File: src/rtl/result_writer.sv
// Write-back stage: requantises 24-bit accumulator results to 8 bits, buffers them
// in a small FIFO and writes them to the output feature-map RAM at sequential addresses.
//
//   state  | meaning
//   S_IDLE | waiting for start; configuration not yet latched
//   S_RUN  | accepting results and writing them as the RAM port is granted
//   S_FIN  | all results written; done pulses for this one cycle
module result_writer #(
    parameter int ADDR_W     = 10,
    parameter int ACC_W      = 24,
    parameter int FIFO_DEPTH = 4
) (
    input  logic              clk,
    input  logic              rst,
    input  logic              start,
    input  logic [ADDR_W-1:0] s_out_addr,
    input  logic [ADDR_W-1:0] out_count,
    input  logic [4:0]        shift,
    input  logic              relu_en,
    input  logic [ACC_W-1:0]  in_data,
    input  logic              in_valid,
    output logic              in_ready,
    output logic [ADDR_W-1:0] o_addr,
    output logic [7:0]        o_data,
    output logic              o_ena,
    output logic              o_we,
    input  logic              o_grant,
    output logic              busy,
    output logic              done,
    output logic              overflow
);

    localparam int PTR_W = $clog2(FIFO_DEPTH);
    localparam int LVL_W = PTR_W + 1;

    localparam logic signed [ACC_W:0] SAT_HI_U = 255;
    localparam logic signed [ACC_W:0] SAT_HI_S = 127;
    localparam logic signed [ACC_W:0] SAT_LO_S = -128;

    typedef enum logic [1:0] {
        S_IDLE = 2'd0,
        S_RUN  = 2'd1,
        S_FIN  = 2'd2
    } state_t;

    state_t r_state;
    state_t w_state_nxt;

    logic [ADDR_W-1:0] r_base;
    logic [ADDR_W-1:0] r_count;
    logic [4:0]        r_shift;
    logic              r_relu;
    logic [ADDR_W-1:0] r_wr_cnt;
    logic [ADDR_W-1:0] r_acc_cnt;
    logic              r_ovf;

    logic [7:0]        r_mem [FIFO_DEPTH];
    logic [PTR_W-1:0]  r_rd_ptr;
    logic [PTR_W-1:0]  r_wr_ptr;
    logic [LVL_W-1:0]  r_level;

    logic              w_run;
    logic              w_full;
    logic              w_empty;
    logic              w_push;
    logic              w_pop;
    logic              w_drop;
    logic [ADDR_W-1:0] w_wr_cnt_nxt;

    logic signed [ACC_W:0] w_ext;
    logic signed [ACC_W:0] w_rnd;
    logic signed [ACC_W:0] w_shifted;
    logic [7:0]            w_qdata;

    assign w_run   = (r_state == S_RUN);
    assign w_full  = (r_level == LVL_W'(FIFO_DEPTH));
    assign w_empty = (r_level == '0);

    // Acceptance is capped at out_count so the FIFO never holds surplus results.
    assign w_push       = w_run && in_valid && !w_full && (r_acc_cnt < r_count);
    assign w_pop        = w_run && !w_empty && o_grant;
    assign w_drop       = in_valid && !w_push;
    assign w_wr_cnt_nxt = r_wr_cnt + ADDR_W'(w_pop);

    // One extra bit of headroom keeps the rounding add from overflowing.
    always_comb begin
        w_ext = {in_data[ACC_W-1], in_data};
        if (r_relu && in_data[ACC_W-1]) begin
            w_ext = '0;
        end
        w_rnd = '0;
        if (r_shift != 5'd0) begin
            w_rnd = (ACC_W+1)'(1) << (r_shift - 5'd1);
        end
        w_shifted = (w_ext + w_rnd) >>> r_shift;
        w_qdata   = w_shifted[7:0];
        if (r_relu) begin
            if (w_shifted > SAT_HI_U) begin
                w_qdata = 8'hFF;
            end
        end else begin
            if (w_shifted > SAT_HI_S) begin
                w_qdata = 8'h7F;
            end else if (w_shifted < SAT_LO_S) begin
                w_qdata = 8'h80;
            end
        end
    end

    always_comb begin
        w_state_nxt = r_state;
        case (r_state)
            S_IDLE: begin
                if (start) begin
                    w_state_nxt = (out_count == '0) ? S_FIN : S_RUN;
                end
            end
            S_RUN: begin
                // Leaving on the final write edge puts done in the very next cycle.
                if (w_wr_cnt_nxt == r_count) begin
                    w_state_nxt = S_FIN;
                end
            end
            S_FIN:   w_state_nxt = S_IDLE;
            default: w_state_nxt = S_IDLE;
        endcase
    end

    always_ff @(posedge clk) begin
        if (rst) begin
            r_state   <= S_IDLE;
            r_base    <= '0;
            r_count   <= '0;
            r_shift   <= '0;
            r_relu    <= 1'b0;
            r_wr_cnt  <= '0;
            r_acc_cnt <= '0;
            r_ovf     <= 1'b0;
            r_rd_ptr  <= '0;
            r_wr_ptr  <= '0;
            r_level   <= '0;
            for (int i = 0; i < FIFO_DEPTH; i++) begin
                r_mem[i] <= '0;
            end
        end else begin
            r_state <= w_state_nxt;
            if (r_state == S_IDLE && start) begin
                r_base    <= s_out_addr;
                r_count   <= out_count;
                r_shift   <= shift;
                r_relu    <= relu_en;
                r_wr_cnt  <= '0;
                r_acc_cnt <= '0;
                r_ovf     <= 1'b0;
                r_rd_ptr  <= '0;
                r_wr_ptr  <= '0;
                r_level   <= '0;
            end else begin
                if (w_push) begin
                    r_mem[r_wr_ptr] <= w_qdata;
                    r_wr_ptr        <= r_wr_ptr + PTR_W'(1);
                    r_acc_cnt       <= r_acc_cnt + ADDR_W'(1);
                end
                if (w_pop) begin
                    r_rd_ptr <= r_rd_ptr + PTR_W'(1);
                end
                r_wr_cnt <= w_wr_cnt_nxt;
                r_level  <= r_level + LVL_W'(w_push) - LVL_W'(w_pop);
                if (w_drop) begin
                    r_ovf <= 1'b1;
                end
            end
        end
    end

    assign in_ready = w_run && !w_full;
    assign o_ena    = w_pop;
    assign o_we     = w_pop;
    assign o_addr   = w_pop ? (r_base + r_wr_cnt) : '0;
    assign o_data   = w_pop ? r_mem[r_rd_ptr] : '0;
    assign busy     = (r_state != S_IDLE);
    assign done     = (r_state == S_FIN);
    assign overflow = r_ovf;

endmodule

File: config.mk
export PLATFORM = sky130hd
export DESIGN_NAME = result_writer
export DESIGN_NICKNAME = d
export VERILOG_FILES = /design/src/rtl/result_writer.sv
export SDC_FILE = /design/constraint.sdc
export NUM_CORES = 1
export LEC_CHECK = 0
export CAP_MARGIN = 15
export CELL_PAD_IN_SITES_DETAIL_PLACEMENT = 1
export CELL_PAD_IN_SITES_GLOBAL_PLACEMENT = 1
export CORE_ASPECT_RATIO = 1.1
export CORE_UTILIZATION = 40
export DETAILED_ROUTE_END_ITERATION = 6
export PLACE_DENSITY = 0.89
export SLEW_MARGIN = 10
export SYNTH_ARGS = -nofsm -noshare
export SYNTH_HDL_FRONTEND = slang
export SYNTH_SLANG_ARGS = --single-unit
File: constraint.sdc
create_clock -name clk -period 4.75 [get_ports clk]
set_input_delay 1.1875 -clock clk [delete_from_list [all_inputs] [get_ports clk]]
set_output_delay 1.1875 -clock clk [all_outputs]
set_load 0.005 [all_outputs]
==> impl_metrics.tcl, run 1 <==
set metrics [dict create \
    cts_buffers 9 \
    htreeDepth 3 \
    grt_usage_pct 59.4 \
    synth_area_leader_cell "dfxtp_1" \
    row_count 57 \
    cts_max_path_buffers 2 \
    synth_edf_count 32 \
    die_h_um 159 \
    yosys.area.top_type_share_pct 13.0 \
    stop_error "[ERROR GRT-0232] Routing congestion too high. Check the congestion heatmap in the GUI." \
    place_hpwl_um 32100 \
    synthDistinctLibCells 101 \
    ios 79 \
    failing_step "5_1_grt" \
    synth_common_cells "nand2_1, nor2_1, a21oi_1" \
    postSynthAreaPerCell_um2 7.66 \
    place.port_buffers 78 \
    syn_inst 1168 \
    cts_hold_buf 0 \
    outcome "stopped before the end" \
    postGrtWorstEndpoint "r_mem[3][3]$_DFFE_PP_/D" \
    cts_root_buf "clkbuf_16" \
    synth-seq-cells 90 \
    yosys_warnings 0 \
    ys_seq_area_share_pct 23.7 \
    die_w_um 145 \
    clock-sinks 90 \
    start_util_pct 40.6 \
    synth_area_leaders "dfxtp_1, edfxtp_1, ha_1" \
    worst-ep-kind "register data pin" \
    synth.most_common_cell "nand2_1" \
    synth_top_flop_cell "dfxtp_1" \
    grt_overflow 8 \
    synth.net_count 1273 \
    dp_slack_ps -1520 \
    synth_area_mm2 0.00895 \
    grt_max_degree 34 \
    gp_congestion 1.01 \
    synth-async-reset-ratio_pct 0 \
]
## kinds of logic after synthesis
| group | Yosys count | synth area share [%] |
|---|---|---|
| AOI/OAI and AO/OA | 340 | 27.0 |
| DFF | 90 | 23.7 |
| buffers and inverters | 103 | 4.89 |
| adders and majority gates | 50 | 7.24 |
| xor gates and xnor gates | 57 | 5.58 |
| muxes | 22 | 3.91 |
| and+or+nand+nor | 506 | 27.7 |
## routing by layer
layer / GRT overflow / global-route usage (%)
met1: 0 / 57.9
met2: 3 / 81.9
met3: 0 / 35.6
met4: 5 / 61.6
met5: 0 / 11.0
## through the flow
stage | TNS (ps) | hold slack [ps] | area, um2 | instances | utilization (%)
2_1_floorplan | -2190 | 430 | 9190 | 1168 | -
3_3_place_gp | -37230 | 444 | 12000 | 1739 | 54.5
3_5_place_dp | -46240 | 451 | 12000 | 1739 | 54.5
4_1_cts | -7260 | 467 | 13800 | 1810 | 62.8
## what timing repair did
action | 4_1_cts
pin swaps | 114
buffers inserted | 55
cloned | 3
endpoints found under the setup margin | 32
gates resized for setup | 231
==> run 2, diff against run 1 <==
--- a/config.mk
+++ b/config.mk
@@ -6,12 +6,9 @@
 export NUM_CORES = 1
 export LEC_CHECK = 0
 export CAP_MARGIN = 15
-export CELL_PAD_IN_SITES_DETAIL_PLACEMENT = 1
-export CELL_PAD_IN_SITES_GLOBAL_PLACEMENT = 1
-export CORE_ASPECT_RATIO = 1.1
 export CORE_UTILIZATION = 40
 export DETAILED_ROUTE_END_ITERATION = 6
-export PLACE_DENSITY = 0.89
+export PLACE_DENSITY_LB_ADDON = 0.15
 export SLEW_MARGIN = 10
 export SYNTH_ARGS = -nofsm -noshare
 export SYNTH_HDL_FRONTEND = slang
==> constraint.sdc (replaced) <==
create_clock -name clk -period 6.2 [get_ports clk]
set_input_delay 1.55 -clock clk [delete_from_list [all_inputs] [get_ports clk]]
set_output_delay 1.55 -clock clk [all_outputs]
set_load 0.005 [all_outputs]
==> run 2 against run 1 <==
The flow now finishes without violations. Synthesized cell count is the same. Area after synthesis is the same.
==> impl_metrics.tcl, run 2 <==
set metrics [dict create \
    comb_power_share_pct 40.2 \
    synth.most_common_cell "nand2_1" \
    drtPass1Iterations 5 \
    area_delta_synth_final_pct 30.7 \
    clockPowerShare_pct 26.9 \
    grt_pass1_vias 9166 \
    hold_path.class "flop to flop" \
    nNetsFinal 1494 \
    ios 79 \
    regMostFlops "r_mem" \
    leakage_nw 4.61 \
    synth_area_mm2 0.00895 \
    postRouteAntennaNets 0 \
    fmax_mhz 166 \
    crit_path_max_incr_delay_ps 480 \
    worst_skew_pair.late_latency_ps 350 \
    row_count 54 \
    place.port_buffers 78 \
    relSlewSlack_pct 27.3 \
    synth_area_leader_cell "dfxtp_1" \
    postSynthAreaPerCell_um2 7.66 \
    switchingPower_uw 706 \
    gp_congestion 1.01 \
    clock-sinks 90 \
    ir_drop_uv 145 \
    die_h_um 152 \
    synth_top_family_by_area "simple AND/OR/NAND/NOR gates" \
    diodes 0 \
    setup_tns_ps 0 \
    htreeDepth 3 \
    cp-start-kind "primary input" \
    final_common_cell "buf_4" \
    cp_max_fo 23 \
    synth-seq-cells 90 \
    final_layout_size_suffix_gt1_share_pct 21.7 \
    synth_common_cells "nand2_1, nor2_1, a21oi_1" \
    largest_register_ffs 32 \
    via_count 9501 \
    die_w_um 152 \
    cts_hold_buf 0 \
    r2r_end "r_mem[0][0]" \
    synthDistinctLibCells 101 \
    grt_pass1_wl_um 48300 \
    path_cells "clkdlybuf4s50_1, nand2_1, buf_12, and2_1, ha_1, a21o_1, a21o_1, o211a_1, o311a_1, o311ai_2, buf_4, nand2_1, a2bb2oi_1, buf_4, a32o_1, a211o_4, o41ai_4, buf_4, nand3_2, o21ai_1" \
    drtIter0Drc 558 \
    synth_fa_ha_area_share_pct 7.24 \
    yosys.area_share.xor_xnor_pct 5.58 \
    cts_root_buf "clkbuf_16" \
    grt_max_degree 29 \
    finalCriticalPeriod_ps 6020 \
    outcome "complete, no violations" \
    finalCritPeriodShare_pct 97.1 \
    path_depth 20 \
    finalPower_mw 2.02 \
    cp_common_cell "buf_4" \
    reg2reg_depth 18 \
    cp_top_family "compound AO/OA/AOI/OAI gates" \
    switching_share_pct 35.0 \
    endpoint "r_mem[0][0]" \
    synth-async-reset-ratio_pct 0 \
    synth_edf_count 32 \
    yosys.area.top_type_share_pct 13.0 \
    ys_seq_area_share_pct 23.7 \
    grt_overflow 0 \
    p_per_area_mw_per_mm2 172 \
    p_seq_share_pct 32.9 \
    routed_wl_um 30400 \
    fin_skew_ps 13.4 \
    drt-wirelength-per-cell_um 18.2 \
    layout_common_cells "buf_4, nand2_1, nor2_1, a21oi_1, clkdlybuf4s50_1" \
    drc 0 \
    critPathKind "primary input to flop" \
    dieArea_mm2 0.0230 \
    cts_tree "done" \
    vias_per_cell 5.68 \
    cpMaxStageDelayCell "clkdlybuf4s50_1" \
    synth_compound_area_share_pct 27.0 \
    dp_slack_ps -420 \
    synth.net_count 1273 \
    worst_ep_arrival_time_ps 6210 \
    place_hpwl_um 24700 \
    p_int_mw 1.31 \
    core-area_mm2 0.0219 \
    start_util_pct 40.9 \
    fill_cells 2137 \
    synthMuxAreaShare_pct 3.91 \
    ff2ff_setup_slack_ps 640 \
    r2r_start "r_shift[1]" \
    setup_viol 0 \
    crit_buf_inv 5 \
    hold_violations 0 \
    cts_max_path_buffers 2 \
    setup_ws_ps 183 \
    cp.required_ps 6390 \
    cts_buffers 9 \
    synth_area_leaders "dfxtp_1, edfxtp_1, ha_1" \
    worst_setup_path_end_kind "flop" \
    antenna_found_initial 0 \
    syn_inst 1168 \
    clk_pin_slew_ps 70 \
    synth_top_flop_cell "dfxtp_1" \
    grt_usage_pct 27.0 \
    yosys_warnings 0 \
    slew_violations 0 \
    worst_slew_pin_slew_ps 1090 \
    cap_violations 0 \
    post_synth_and_or_nand_nor_area_fraction_pct 27.7 \
    critPathLaunch "in_data[23]" \
]
[run 2: cell counts after synthesis]
No cell type changed its count.
[run 2: cell type report]
class	count	area, um2	share of cell area [%]
repair buffers	278	2290	19.6
well taps	280	350	2.99
multi-input cells	975	6510	55.6
clock inverters	6	65.1	0.556
flip-flops and latches	90	2120	18.1
inverters	35	131	1.12
clock buffers	10	229	1.96
[run 2: layer usage]
metal | global-route usage [%] | part of all wire (%)
met5 | 0 | 0
met4 | 9.90 | 3.3
met3 | 2.40 | 3.8
met2 | 46.2 | 47
met1 | 35.2 | 45
[run 2: cells by family (layout without fill, tap and decap cells)]
| kind of cell | count (synthesis) | in the layout |
|---|---|---|
| adders and majority gates | 50 | 50 |
| buffers and inverters | 103 | 329 |
| AOI/OAI and AO/OA | 340 | 340 |
| DFF | 90 | 90 |
| xor gates and xnor gates | 57 | 57 |
| muxes | 22 | 22 |
| and+or+nand+nor | 506 | 506 |
[run 2: how the worst min path moves through the flow]
stage                from    endpoint  slack (ps)  depth (start not counted)
5_1_grt        r_count[3]  r_count[3]         490                          2
3_5_place_dp   r_count[8]  r_count[8]         450                          2
4_1_cts        r_count[8]  r_count[8]         460                          2
6_report       r_count[8]  r_count[8]         460                          2
2_1_floorplan  r_state[1]  r_state[1]         430                          1
3_3_place_gp   r_count[8]  r_count[8]         440                          2
[run 2: power groups by stage]
stage	Sequential (mW)	Clock, mW	Combinational [mW]
after global placement	0.675	0	0.785
final	0.663	0.542	0.810
after detailed placement	0.676	0	0.786
after CTS	0.663	0.550	0.790
after floorplan	0.661	0	0.461
after global routing	0.666	0.572	0.881
[run 2: through the flow]
| step | utilization, % | cell area [um2] | hold WS, ps | instances |
|---|---|---|---|---|
| 2_1_floorplan | - | 8950 | 430 | 1168 |
| 3_3_place_gp | 51.5 | 11300 | 443 | 1657 |
| 3_5_place_dp | 51.5 | 11300 | 448 | 1657 |
| 4_1_cts | 52.9 | 11600 | 457 | 1673 |
| 5_1_grt | 53.4 | 11700 | 492 | 1674 |
| 6_report | 53.4 | 11700 | 456 | 1674 |
[run 2: tightest hold or removal path: stages, from the launching register on]
cell and delay [ps]:
dfxtp_1 310, nand2_1 50, a21oi_1 50
[run 2: what timing repair did]
action                                  4_1_cts  5_1_grt
pin swaps                                     0        8
endpoints found under the setup margin        9       32
setup buffers                                 0        1
resized for setup                             1       28
No activity file was read; power rests on OpenSTA's default activity.
==> RTL edit, RTL diff (flow settings as in run 2) <==
The 3 states of `state_t` get a one-hot encoding in 3 bits.
--- a/src/rtl/result_writer.sv
+++ b/src/rtl/result_writer.sv
@@ -37,10 +37,10 @@
     localparam logic signed [ACC_W:0] SAT_HI_S = 127;
     localparam logic signed [ACC_W:0] SAT_LO_S = -128;
 
-    typedef enum logic [1:0] {
-        S_IDLE = 2'd0,
-        S_RUN  = 2'd1,
-        S_FIN  = 2'd2
+    typedef enum logic [2:0] {
+        S_IDLE = 3'b001,
+        S_RUN  = 3'b010,
+        S_FIN  = 3'b100
     } state_t;
 
     state_t r_state;
Check against the original RTL: same outputs for any inputs over 4 cycles, from zero or initial values and one cycle with rst high; so few cycles prove little.
==> RTL edit against run 2 <==
Cell area fell by 14%. Power fell by 9.7%. Highest routed layer unchanged. Fmax up 0.97%. Routed wire length fell by 17%. Setup slack better by 0.058 ns. Largest cell class unchanged. Clock power grew 6.6%. Sequential cell count grew 1. Synthesized area shrank 8.0%.
==> RTL edit: results (changes against run 2) <==
** Routing
- The via density per instance came to 5.79 (+2.0%).
- Met3 WL post-DR :: 1450 µm (+26%)
- Met2 Wirelength :: 11400 µm (-21%)
- The wire length on met1 was 12100 µm (-13%).
- The DRC marker count from the first detailed-route iteration came to 744 (+33%).
- The final wirelength is 25200 µm (-17%).

** CTS
- The post-cts gate resize count is 0 (-1).

** Logic synthesis
- After synthesis, the cell types taking the most area are sky130_fd_sc_hd__dfxtp_1 (14%), sky130_fd_sc_hd__edfxtp_1 (12%), sky130_fd_sc_hd__a21oi_1 (7.4%), sky130_fd_sc_hd__ha_1 (7.1%), sky130_fd_sc_hd__nand2_1 (6.0%).
- The post-synthesis xor/xnor area fraction was 5.65% (+0.072 points).
- List of most frequent post-synthesis cells :: sky130_fd_sc_hd__nand2_1 (131), sky130_fd_sc_hd__a21oi_1 (122), sky130_fd_sc_hd__nor2_1 (114)
- The post-synthesis adder-cell area fraction came to 7.87% (+0.63 points).
- Post-synthesis sequential area ratio :: 26.0% (+2.3 points)
- The count of different cell masters after synthesis came to 94 (-6.9%).
- Synth async-reset ratio :: 0% (unchanged)
- The net count after synthesis is 1136 (-11%).
- Gate Count Post-Synth :: 1031 (-12%)
- The post-synthesis compound-gate area fraction was 24.5% (-2.5 points).

** Placed design
- Worst Setup Slack post-DPL :: -0.102 ns (+0.319 ns)
- The weighted congestion reported at the end of routability-driven placement was 0.911 (-9.5%).
- The final HPWL from detailed placement is 18900 µm (-23%).
- The placement-stage cell area is 0.00968 mm² (-14%).

** Global route
- The first-pass GRT wire length is 40500 µm (-16%).
- The global-route track usage on met1 is 33.6% (-1.6 points).
- Largest net degree at the start of global routing :: 35 (+21%)
- Met3 Track Usage GR :: 3.13% (+0.74 points)
- The total routing usage reported by global routing is 23.8% (-3.3 points).
- Via count of the first global-routing pass :: 7668 (-16%)

** Cells and area
- Final nets :: 1243 (-17%)
- Sequential standard cell area :: 0.00214 mm² (+0.94%)

** Power
- The portion of total power attributed to sequential cells was 35.7% (+2.8 points).
- The worst supply voltage drop on vdd is 119 µV (-18%).
- The power dissipated in sequential cells was 650 µW (-2%).
- Switching power share of the total :: 32.7% (-2.3 points)
- Leakage power :: 3.95 nW (-14%)
- Clock network power share :: 31.8% (+4.9 points)

** Timing
- The clock skew after layout came to 0.0106 ns (-0.00281 ns).
- Actual slew at the worst max-slew pin :: 0.696 ns (-0.394 ns)

** Setup path
- Critical Path Slowest Stage Cell :: sky130_fd_sc_hd__or4_1
- Largest delay contributor family on the critical path :: simple AND/OR/NAND/NOR gates
- The maximum fanout along the worst path came to 28 (+22%).

** Outcome
- Result of the run :: finished, final reports clean
## RTL edit: changes by cell type after synthesis, sizes merged, moves of 11 or more
cell	run 2	this run
o21ai	74	33
nor2	140	116
a21oi	101	124
nand2	152	132
nor3	31	11
nor2b	17	1
nand3	40	29
## RTL edit: final timing paths
path	to	startpoint	slack, ns	depth (start not counted)
worst min-delay path	r_count[9]	r_count[9]	0.46	2
worst max-delay path	r_mem[3][1]	in_data[23]	0.24	18
worst min register to register	r_count[9]	r_count[9]	0.46	2
worst max register to register	r_mem[3][1]	r_shift[2]	0.68	20
## RTL edit: final cells by class
| type | count | share of cell area, % |
|---|---|---|
| Clock buffer | 11 | 2.52 |
| Clock inverter | 5 | 0.600 |
| Inverter | 38 | 1.43 |
| Multi-Input combinational cell | 844 | 56.9 |
| Tap cell | 270 | 3.38 |
| Sequential cell | 91 | 21.4 |
| Timing Repair Buffer | 154 | 13.7 |
